===== src/rtl/fifo_rd_arbiter_if.sv =====
// Bus bundle for fifo_rd_arbiter: requester side, FIFO read port and the
// delivered-word stream.  The arbiter uses the master modport and the
// surrounding logic (or testbench) uses the slave modport.
//
// Handshake rules: r_en is a one-way strobe to the FIFO, and r_data is valid
// exactly one cycle after an r_en cycle.  The output stream is valid/ready.
// out_valid, once raised, stays high with out_data unchanged until the cycle
// where out_ready is also high.  That cycle is the transfer.  out_valid never
// depends on out_ready.
interface fifo_rd_arbiter_if #(
   parameter int DATA_WIDTH = 8,
   parameter int N_REQ      = 4,
   parameter int LEN_W      = 4
);
   logic [N_REQ-1:0]       req;
   logic [N_REQ*LEN_W-1:0] req_len;
   logic                   empty;
   logic                   r_en;
   logic [DATA_WIDTH-1:0]  r_data;
   logic [N_REQ-1:0]       gnt;
   logic                   out_valid;
   logic [DATA_WIDTH-1:0]  out_data;
   logic                   out_ready;
   logic                   done;
   logic [1:0]             dbg_state;

   modport master (
      input  req, req_len, empty, r_data, out_ready,
      output r_en, gnt, out_valid, out_data, done, dbg_state
   );

   modport slave (
      output req, req_len, empty, r_data, out_ready,
      input  r_en, gnt, out_valid, out_data, done, dbg_state
   );
endinterface


===== src/rtl/fifo_rd_arbiter.sv =====
// Round-robin burst arbiter in front of a FIFO read port.  One requester at a
// time owns the FIFO for a burst of L+1 words.  Words pass through a 2-entry
// output buffer, so the FIFO read latency never drops data when out_ready
// stalls.  The FSM state is exported on dbg_state as follows:
// 0 = idle, 1 = burst, 2 = done.
module fifo_rd_arbiter #(
   parameter int DATA_WIDTH = 8,
   parameter int N_REQ      = 4,
   parameter int LEN_W      = 4
) (
   input  logic clk_r,
   input  logic arst_n,
   fifo_rd_arbiter_if.master bus
);

   localparam int PTR_W = $clog2(N_REQ);

   localparam logic [1:0] S_IDLE  = 2'd0;
   localparam logic [1:0] S_BURST = 2'd1;
   localparam logic [1:0] S_DONE  = 2'd2;

   logic [1:0]            state;
   logic [PTR_W-1:0]      ptr;
   logic [PTR_W-1:0]      gnt_idx;
   logic [N_REQ-1:0]      gnt_q;
   logic [LEN_W-1:0]      len_q;
   logic [LEN_W:0]        issued;
   logic [LEN_W:0]        delivered;
   logic [LEN_W:0]        burst_words;

   logic                  sel_found;
   logic [PTR_W-1:0]      sel_idx;
   logic [LEN_W-1:0]      sel_len;

   logic                  inflight;
   logic [DATA_WIDTH-1:0] buf0;
   logic [DATA_WIDTH-1:0] buf1;
   logic                  buf_rd;
   logic                  buf_wr;
   logic [1:0]            held;
   logic [1:0]            occ;
   logic                  out_valid_c;
   logic                  xfer;
   logic                  r_en_c;

   // Round-robin pick: the first requester at or after ptr, wrapping modulo N_REQ.
   always_comb begin
      sel_found = 1'b0;
      sel_idx   = '0;
      for (int i = 0; i < N_REQ; i++) begin
         if (!sel_found && bus.req[(int'(ptr) + i) % N_REQ]) begin
            sel_found = 1'b1;
            sel_idx   = PTR_W'((int'(ptr) + i) % N_REQ);
         end
      end
   end

   assign sel_len     = bus.req_len[int'(sel_idx)*LEN_W +: LEN_W];
   assign burst_words = {1'b0, len_q} + {{LEN_W{1'b0}}, 1'b1};

   assign out_valid_c = (held != 2'd0);
   assign xfer        = out_valid_c & bus.out_ready;

   // This is the buffer occupancy at the end of the cycle.  A word leaving this
   // cycle frees its slot, and the word already in flight claims one.  Issuing
   // only while occ < 2 means the buffer never exceeds 2 entries.  Counting the
   // outgoing word also allows one word per cycle at full throughput.
   assign occ = held - {1'b0, xfer} + {1'b0, inflight};

   assign r_en_c = (state == S_BURST) & ~bus.empty & (issued < burst_words) & (occ < 2'd2);

   // Control FSM: grant, count issued and delivered words, pulse done, then advance ptr.
   always_ff @(posedge clk_r or negedge arst_n) begin
      if (!arst_n) begin
         state     <= S_IDLE;
         ptr       <= '0;
         gnt_idx   <= '0;
         gnt_q     <= '0;
         len_q     <= '0;
         issued    <= '0;
         delivered <= '0;
      end else begin
         case (state)
            S_IDLE: begin
               if (sel_found) begin
                  state     <= S_BURST;
                  gnt_idx   <= sel_idx;
                  gnt_q     <= N_REQ'(1) << sel_idx;
                  len_q     <= sel_len;
                  issued    <= '0;
                  delivered <= '0;
               end
            end
            S_BURST: begin
               if (r_en_c) begin
                  issued <= issued + {{LEN_W{1'b0}}, 1'b1};
               end
               if (xfer) begin
                  delivered <= delivered + {{LEN_W{1'b0}}, 1'b1};
                  if (delivered == {1'b0, len_q}) begin
                     state <= S_DONE;
                  end
               end
            end
            S_DONE: begin
               state <= S_IDLE;
               gnt_q <= '0;
               if (gnt_idx == PTR_W'(N_REQ - 1)) begin
                  ptr <= '0;
               end else begin
                  ptr <= gnt_idx + PTR_W'(1);
               end
            end
            default: begin
               state <= S_IDLE;
               gnt_q <= '0;
            end
         endcase
      end
   end

   // Output buffer: capture r_data one cycle after r_en and pop it on transfer, in FIFO order.
   always_ff @(posedge clk_r or negedge arst_n) begin
      if (!arst_n) begin
         inflight <= 1'b0;
         buf0     <= '0;
         buf1     <= '0;
         buf_rd   <= 1'b0;
         buf_wr   <= 1'b0;
         held     <= 2'd0;
      end else begin
         inflight <= r_en_c;
         if (inflight) begin
            if (buf_wr) begin
               buf1 <= bus.r_data;
            end else begin
               buf0 <= bus.r_data;
            end
            buf_wr <= ~buf_wr;
         end
         if (xfer) begin
            buf_rd <= ~buf_rd;
         end
         held <= occ;
      end
   end

   assign bus.r_en      = r_en_c;
   assign bus.gnt       = gnt_q;
   assign bus.out_valid = out_valid_c;
   assign bus.out_data  = buf_rd ? buf1 : buf0;
   assign bus.done      = (state == S_DONE);
   assign bus.dbg_state = state;

endmodule

===== src/flat_wrapper.sv =====
// flat-port wrapper written by rule: the top's interface ports become plain ports
module fifo_rd_arbiter_flat 
#(
   parameter int DATA_WIDTH = 8,
   parameter int N_REQ      = 4,
   parameter int LEN_W      = 4
)
  (clk_r, arst_n, bus_req, bus_req_len, bus_empty, bus_r_data, bus_out_ready, bus_r_en, bus_gnt, bus_out_valid, bus_out_data, bus_done, bus_dbg_state);
  fifo_rd_arbiter_if #(.DATA_WIDTH(DATA_WIDTH), .N_REQ(N_REQ), .LEN_W(LEN_W)) bus_i ();
  input  logic clk_r;
  input  logic arst_n;
  input wire logic [$bits(bus_i.req)-1:0] bus_req;
  input wire logic [$bits(bus_i.req_len)-1:0] bus_req_len;
  input wire logic [$bits(bus_i.empty)-1:0] bus_empty;
  input wire logic [$bits(bus_i.r_data)-1:0] bus_r_data;
  input wire logic [$bits(bus_i.out_ready)-1:0] bus_out_ready;
  output wire logic [$bits(bus_i.r_en)-1:0] bus_r_en;
  output wire logic [$bits(bus_i.gnt)-1:0] bus_gnt;
  output wire logic [$bits(bus_i.out_valid)-1:0] bus_out_valid;
  output wire logic [$bits(bus_i.out_data)-1:0] bus_out_data;
  output wire logic [$bits(bus_i.done)-1:0] bus_done;
  output wire logic [$bits(bus_i.dbg_state)-1:0] bus_dbg_state;
  assign bus_i.req = bus_req;
  assign bus_i.req_len = bus_req_len;
  assign bus_i.empty = bus_empty;
  assign bus_i.r_data = bus_r_data;
  assign bus_i.out_ready = bus_out_ready;
  assign bus_r_en = bus_i.r_en;
  assign bus_gnt = bus_i.gnt;
  assign bus_out_valid = bus_i.out_valid;
  assign bus_out_data = bus_i.out_data;
  assign bus_done = bus_i.done;
  assign bus_dbg_state = bus_i.dbg_state;
  fifo_rd_arbiter #(.DATA_WIDTH(DATA_WIDTH), .N_REQ(N_REQ), .LEN_W(LEN_W)) u_core (.clk_r(clk_r), .arst_n(arst_n), .bus(bus_i));
endmodule

===== config.mk =====
export PLATFORM = sky130hd
export DESIGN_NAME = fifo_rd_arbiter_flat
export DESIGN_NICKNAME = d
export VERILOG_FILES = /design/src/rtl/fifo_rd_arbiter_if.sv /design/src/rtl/fifo_rd_arbiter.sv /design/src/flat_wrapper.sv
export SDC_FILE = /design/constraint.sdc
export NUM_CORES = 1
export LEC_CHECK = 0
export ABC_AREA = 1
export CORE_ASPECT_RATIO = 1.1
export CORE_UTILIZATION = 56
export CTS_CLUSTER_DIAMETER = 150
export CTS_CLUSTER_SIZE = 14
export DETAILED_ROUTE_END_ITERATION = 16
export PLACE_DENSITY = 0.85
export SLEW_MARGIN = 20
export SYNTH_ARGS = -nofsm -noshare
export SYNTH_HDL_FRONTEND = slang
export SYNTH_SLANG_ARGS = --single-unit

===== constraint.sdc =====
create_clock -name clk_r -period 7.45 [get_ports clk_r]
set_input_delay 2.235 -clock clk_r [delete_from_list [all_inputs] [get_ports clk_r]]
set_output_delay 2.235 -clock clk_r [all_outputs]
set_load 0.05 [all_outputs]

==> results of run 1 <==
-- path summary, 6_finish.rpt --
| kind | start | to | slack [ps] | cells after the start |
|---|---|---|---|---|
| max reg2reg | u_core.ptr[0]$_DFFE_PN0P_ | u_core.issued[2]$_DFFE_PN0P_ | 4940 | 12 |
| min in group asynchronous | arst_n | u_core.buf1[4]$_DFFE_PN0P_ | 1880 | 1 |
| min reg2reg | u_core.held[1]$_DFF_PN0_ | u_core.held[1]$_DFF_PN0_ | 480 | 1 |
| min | u_core.held[1]$_DFF_PN0_ | u_core.held[1]$_DFF_PN0_ | 480 | 1 |
| max | bus_out_ready | bus_r_en | 400 | 11 |
| max in group asynchronous | arst_n | u_core.delivered[0]$_DFFE_PN0P_ | 5080 | 2 |
-- logic make-up after synthesis --
logic type | Yosys count | synth area share
adder cells (fa/ha/maj) | 10 | 0.0480
AND/OR/NAND/NOR | 199 | 0.329
XOR/XNOR | 10 | 0.0336
AO/OA/AOI/OAI | 38 | 0.0835
buffers and inverters | 42 | 0.0705
flip-flops | 45 | 0.432
multiplexers | 1 | 0.00432
-- area by class of cell --
| class | count | area (um2) |
|---|---|---|
| multi-input combinational | 258 | 1300 |
| fill | 337 | 1170 |
| sequential | 45 | 1130 |
| timing repair buffer | 49 | 495 |
| inverter | 35 | 139 |
| clock buffer | 7 | 86.3 |
| tap | 54 | 67.6 |
-- routing by layer --
metal	GRT usage	vias up	routed length, um
met4	0.0946	0	74
met2	0.453	47	2980
met3	0.0528	7	189
li1	-	1200	-
met1	0.304	1096	2440
met5	0	-	0
-- where the power goes --
| part | internal (W) | switching, W |
|---|---|---|
| clock network | 0.0000736 | 0.0000775 |
| logic | 0.000311 | 0.000599 |
| registers | 0.000351 | 0.0000988 |
-- cells in the mapped netlist, drive strengths merged --
cell | count | area share
clkinv | 1 | 0.0014
mux2 | 1 | 0.0043
o31ai | 3 | 0.012
nand3 | 19 | 0.045
a211oi | 1 | 0.0029
o21a | 1 | 0.0029
buf | 3 | 0.012
xor2 | 7 | 0.024
or2 | 4 | 0.0096
inv | 34 | 0.052
o22ai | 1 | 0.0024
nor2 | 15 | 0.024
nand2 | 149 | 0.22
nand3b | 1 | 0.0029
dfrtp | 45 | 0.43
nand4 | 11 | 0.026
a21oi | 6 | 0.012
clkbuf | 4 | 0.0058
o21ai | 25 | 0.048
o311ai | 1 | 0.0034
ha | 10 | 0.048
xnor2 | 3 | 0.010
-- stage by stage --
step | setup WS, ps | utilization
after floorplan | 1520 | -
after global placement | 446 | 0.709
after detailed placement | 399 | 0.709
after CTS | 383 | 0.729
after global routing | 209 | 0.734
final | 401 | 0.734
-- worst max-delay path: stages --
cell and delay, ps:
sky130_fd_sc_hd__clkdlybuf4s50_1 440, sky130_fd_sc_hd__nand2_1 140, sky130_fd_sc_hd__inv_1 80, sky130_fd_sc_hd__ha_1 280, sky130_fd_sc_hd__inv_1 40, sky130_fd_sc_hd__ha_1 170, sky130_fd_sc_hd__xnor2_1 130, sky130_fd_sc_hd__xnor2_1 130
sky130_fd_sc_hd__or2_1 240, sky130_fd_sc_hd__inv_1 100, sky130_fd_sc_hd__clkdlybuf4s50_1 810
-- registers in the layout (all words and copies together), names as in the netlist --
name,cells
u_core.buf0,8
u_core.buf1,8
u_core.delivered,5
u_core.issued,5
u_core.bus.gnt,4
u_core.len_q,4
u_core.bus.dbg_state,2
u_core.gnt_idx,2
u_core.held,2
u_core.ptr,2
u_core.buf_rd,1
u_core.buf_wr,1
u_core.inflight,1
==> metrics.log, run 1 <==
INFO  metric drc = 0
INFO  metric route.vias.total = ~2400
INFO  metric placedCellCount = between 400 and 500
INFO  metric post_cts.resized_instances = 0
INFO  metric hp-class = reg2reg
INFO  metric fin_setup_tns = 0 ps
INFO  metric largest_fanout_of_any_net_on_the_critical_path = 4
INFO  metric clock_tree.root_cell = sky130_fd_sc_hd__clkbuf_8
INFO  metric cp_data_required_time = approximately 5200 ps
INFO  metric synth_area = 2610 um2
INFO  metric end_kind = output pin
INFO  metric max_cap_violations = 0
INFO  metric grtUsageTotal = 0.257
INFO  metric number_of_standard_cells_after_synthesis = between 300 and 400
INFO  metric clock_tree_from_tritoncts = done
INFO  metric place_area = between 3000 and 4000 um2
INFO  metric top_level_ports = a little under 50
INFO  metric finalNetCount = ~440
INFO  metric die_w = between 60 and 70 um
INFO  metric clock-skew-final = about 5.1 ps
INFO  metric ys_types = 32
INFO  metric final_max_slew_viol_count = 0
INFO  metric drive_above_1_share = 0.0685
INFO  metric cts_made_buffers = 5
INFO  metric clock_latency_at_the_later_pin_of_the_worst_skew_pair = between 200 and 300 ps
INFO  metric layout_common_cells = sky130_fd_sc_hd__nand2_1, sky130_fd_sc_hd__clkdlybuf4s50_1, sky130_fd_sc_hd__dfrtp_1
INFO  metric cellLeakagePower = between 1.5 and 2 nW
INFO  metric holdBufCountCts = 0
INFO  metric cts-root-to-sink-buffers = 2
INFO  metric synth-seq-cells = 45
INFO  metric yosysWarnings = 0
INFO  metric antenna_found_initial = 0
INFO  metric cts.sinks = 45
INFO  metric finalCriticalPeriod = roughly 7000 ps
INFO  metric fmaxAchievable = about 140 MHz
INFO  metric hold-worst-slack = around 480 ps
INFO  metric port-buffer-count = 48
INFO  metric global_route.overflow_total = 0
INFO  metric final_antenna_net_count = 0
INFO  metric status = complete, no violations
INFO  metric worst_pin_slew = approximately 530 ps
INFO  metric drt_pass1_iterations = 4
INFO  metric wire_length_of_the_first_global_routing_pass = between 9 and 10 mm
INFO  metric grt_pass1_vias = between 2000 and 2500
INFO  metric antenna_cells_inserted = 0
INFO  metric vias_per_cell = about 5.2
INFO  metric die_area = a little under 5000 um2
INFO  metric gp_congestion = 0.899
INFO  metric maximum_number_of_pins_on_one_net_before_global_route_repair = 46
INFO  metric post_layout_nonfiller_instances = between 400 and 500
INFO  metric cts.reportedPaths.clkPinSlew = ~80 ps
INFO  metric dp_hpwl = between 4 and 5 mm
INFO  metric die_y = about 74 um
INFO  metric critical_path.startpoint_type = input pin
INFO  metric slew_headroom = 0.647
INFO  metric post_cts_buffers = 0
INFO  metric post_synth.cell_area_avg = 7.56 um2
INFO  metric drt-total-wl = roughly 5.7 mm
INFO  metric core_region_area = 4380 um2
INFO  metric area_growth = 23.2%
INFO  metric drt_iter0_drc = ~160
INFO  metric setup_viol_count_final = 0
INFO  metric layout.cells.most_common = sky130_fd_sc_hd__nand2_1
INFO  metric timing.critical_path.arrival = between 4000 and 5000 ps
INFO  metric wl_per_cell = between 10 and 15 um
INFO  metric final_hold_viol_count = 0
INFO  metric cts.htree.levels = 2
INFO  metric postLayoutCellArea = 3210 um2
INFO  metric totalPowerFinal = 0.00151 W
INFO  metric std_cell_rows = 25
INFO  metric postSynthNetCount = between 300 and 400
INFO  metric rsz0062_at_grt = no
INFO  metric synth-seq-area-share = 0.432
INFO  metric start_util = 0.596
INFO  metric powerDensity = about 470 nW/um2
INFO  metric worst_vdd_ir = 0.234 mV
INFO  metric timing_worst_setup_path_type = in2out
INFO  metric layout_worst_path_cycle_share = 0.946
Power figures use the tool's default switching activity.
==> inputs of run 2 (changes only) <==
--- a/config.mk
+++ b/config.mk
@@ -11,6 +11,7 @@
 export CTS_CLUSTER_DIAMETER = 150
 export CTS_CLUSTER_SIZE = 14
 export DETAILED_ROUTE_END_ITERATION = 16
+export HOLD_SLACK_MARGIN = 0.08
 export PLACE_DENSITY = 0.85
 export SLEW_MARGIN = 20
 export SYNTH_ARGS = -nofsm -noshare
==> results of run 2 <==
No change in the layout: final DEF, timing and power equal those of run 1.
==> inputs of run 3 (changes only) <==
--- a/config.mk
+++ b/config.mk
@@ -8,7 +8,7 @@
 export ABC_AREA = 1
 export CORE_ASPECT_RATIO = 1.1
 export CORE_UTILIZATION = 56
-export CTS_CLUSTER_DIAMETER = 150
+export CTS_CLUSTER_DIAMETER = 50
 export CTS_CLUSTER_SIZE = 14
 export DETAILED_ROUTE_END_ITERATION = 16
 export HOLD_SLACK_MARGIN = 0.08
==> results of run 3 <==
No change in the layout: final DEF, timing and power equal those of run 1.
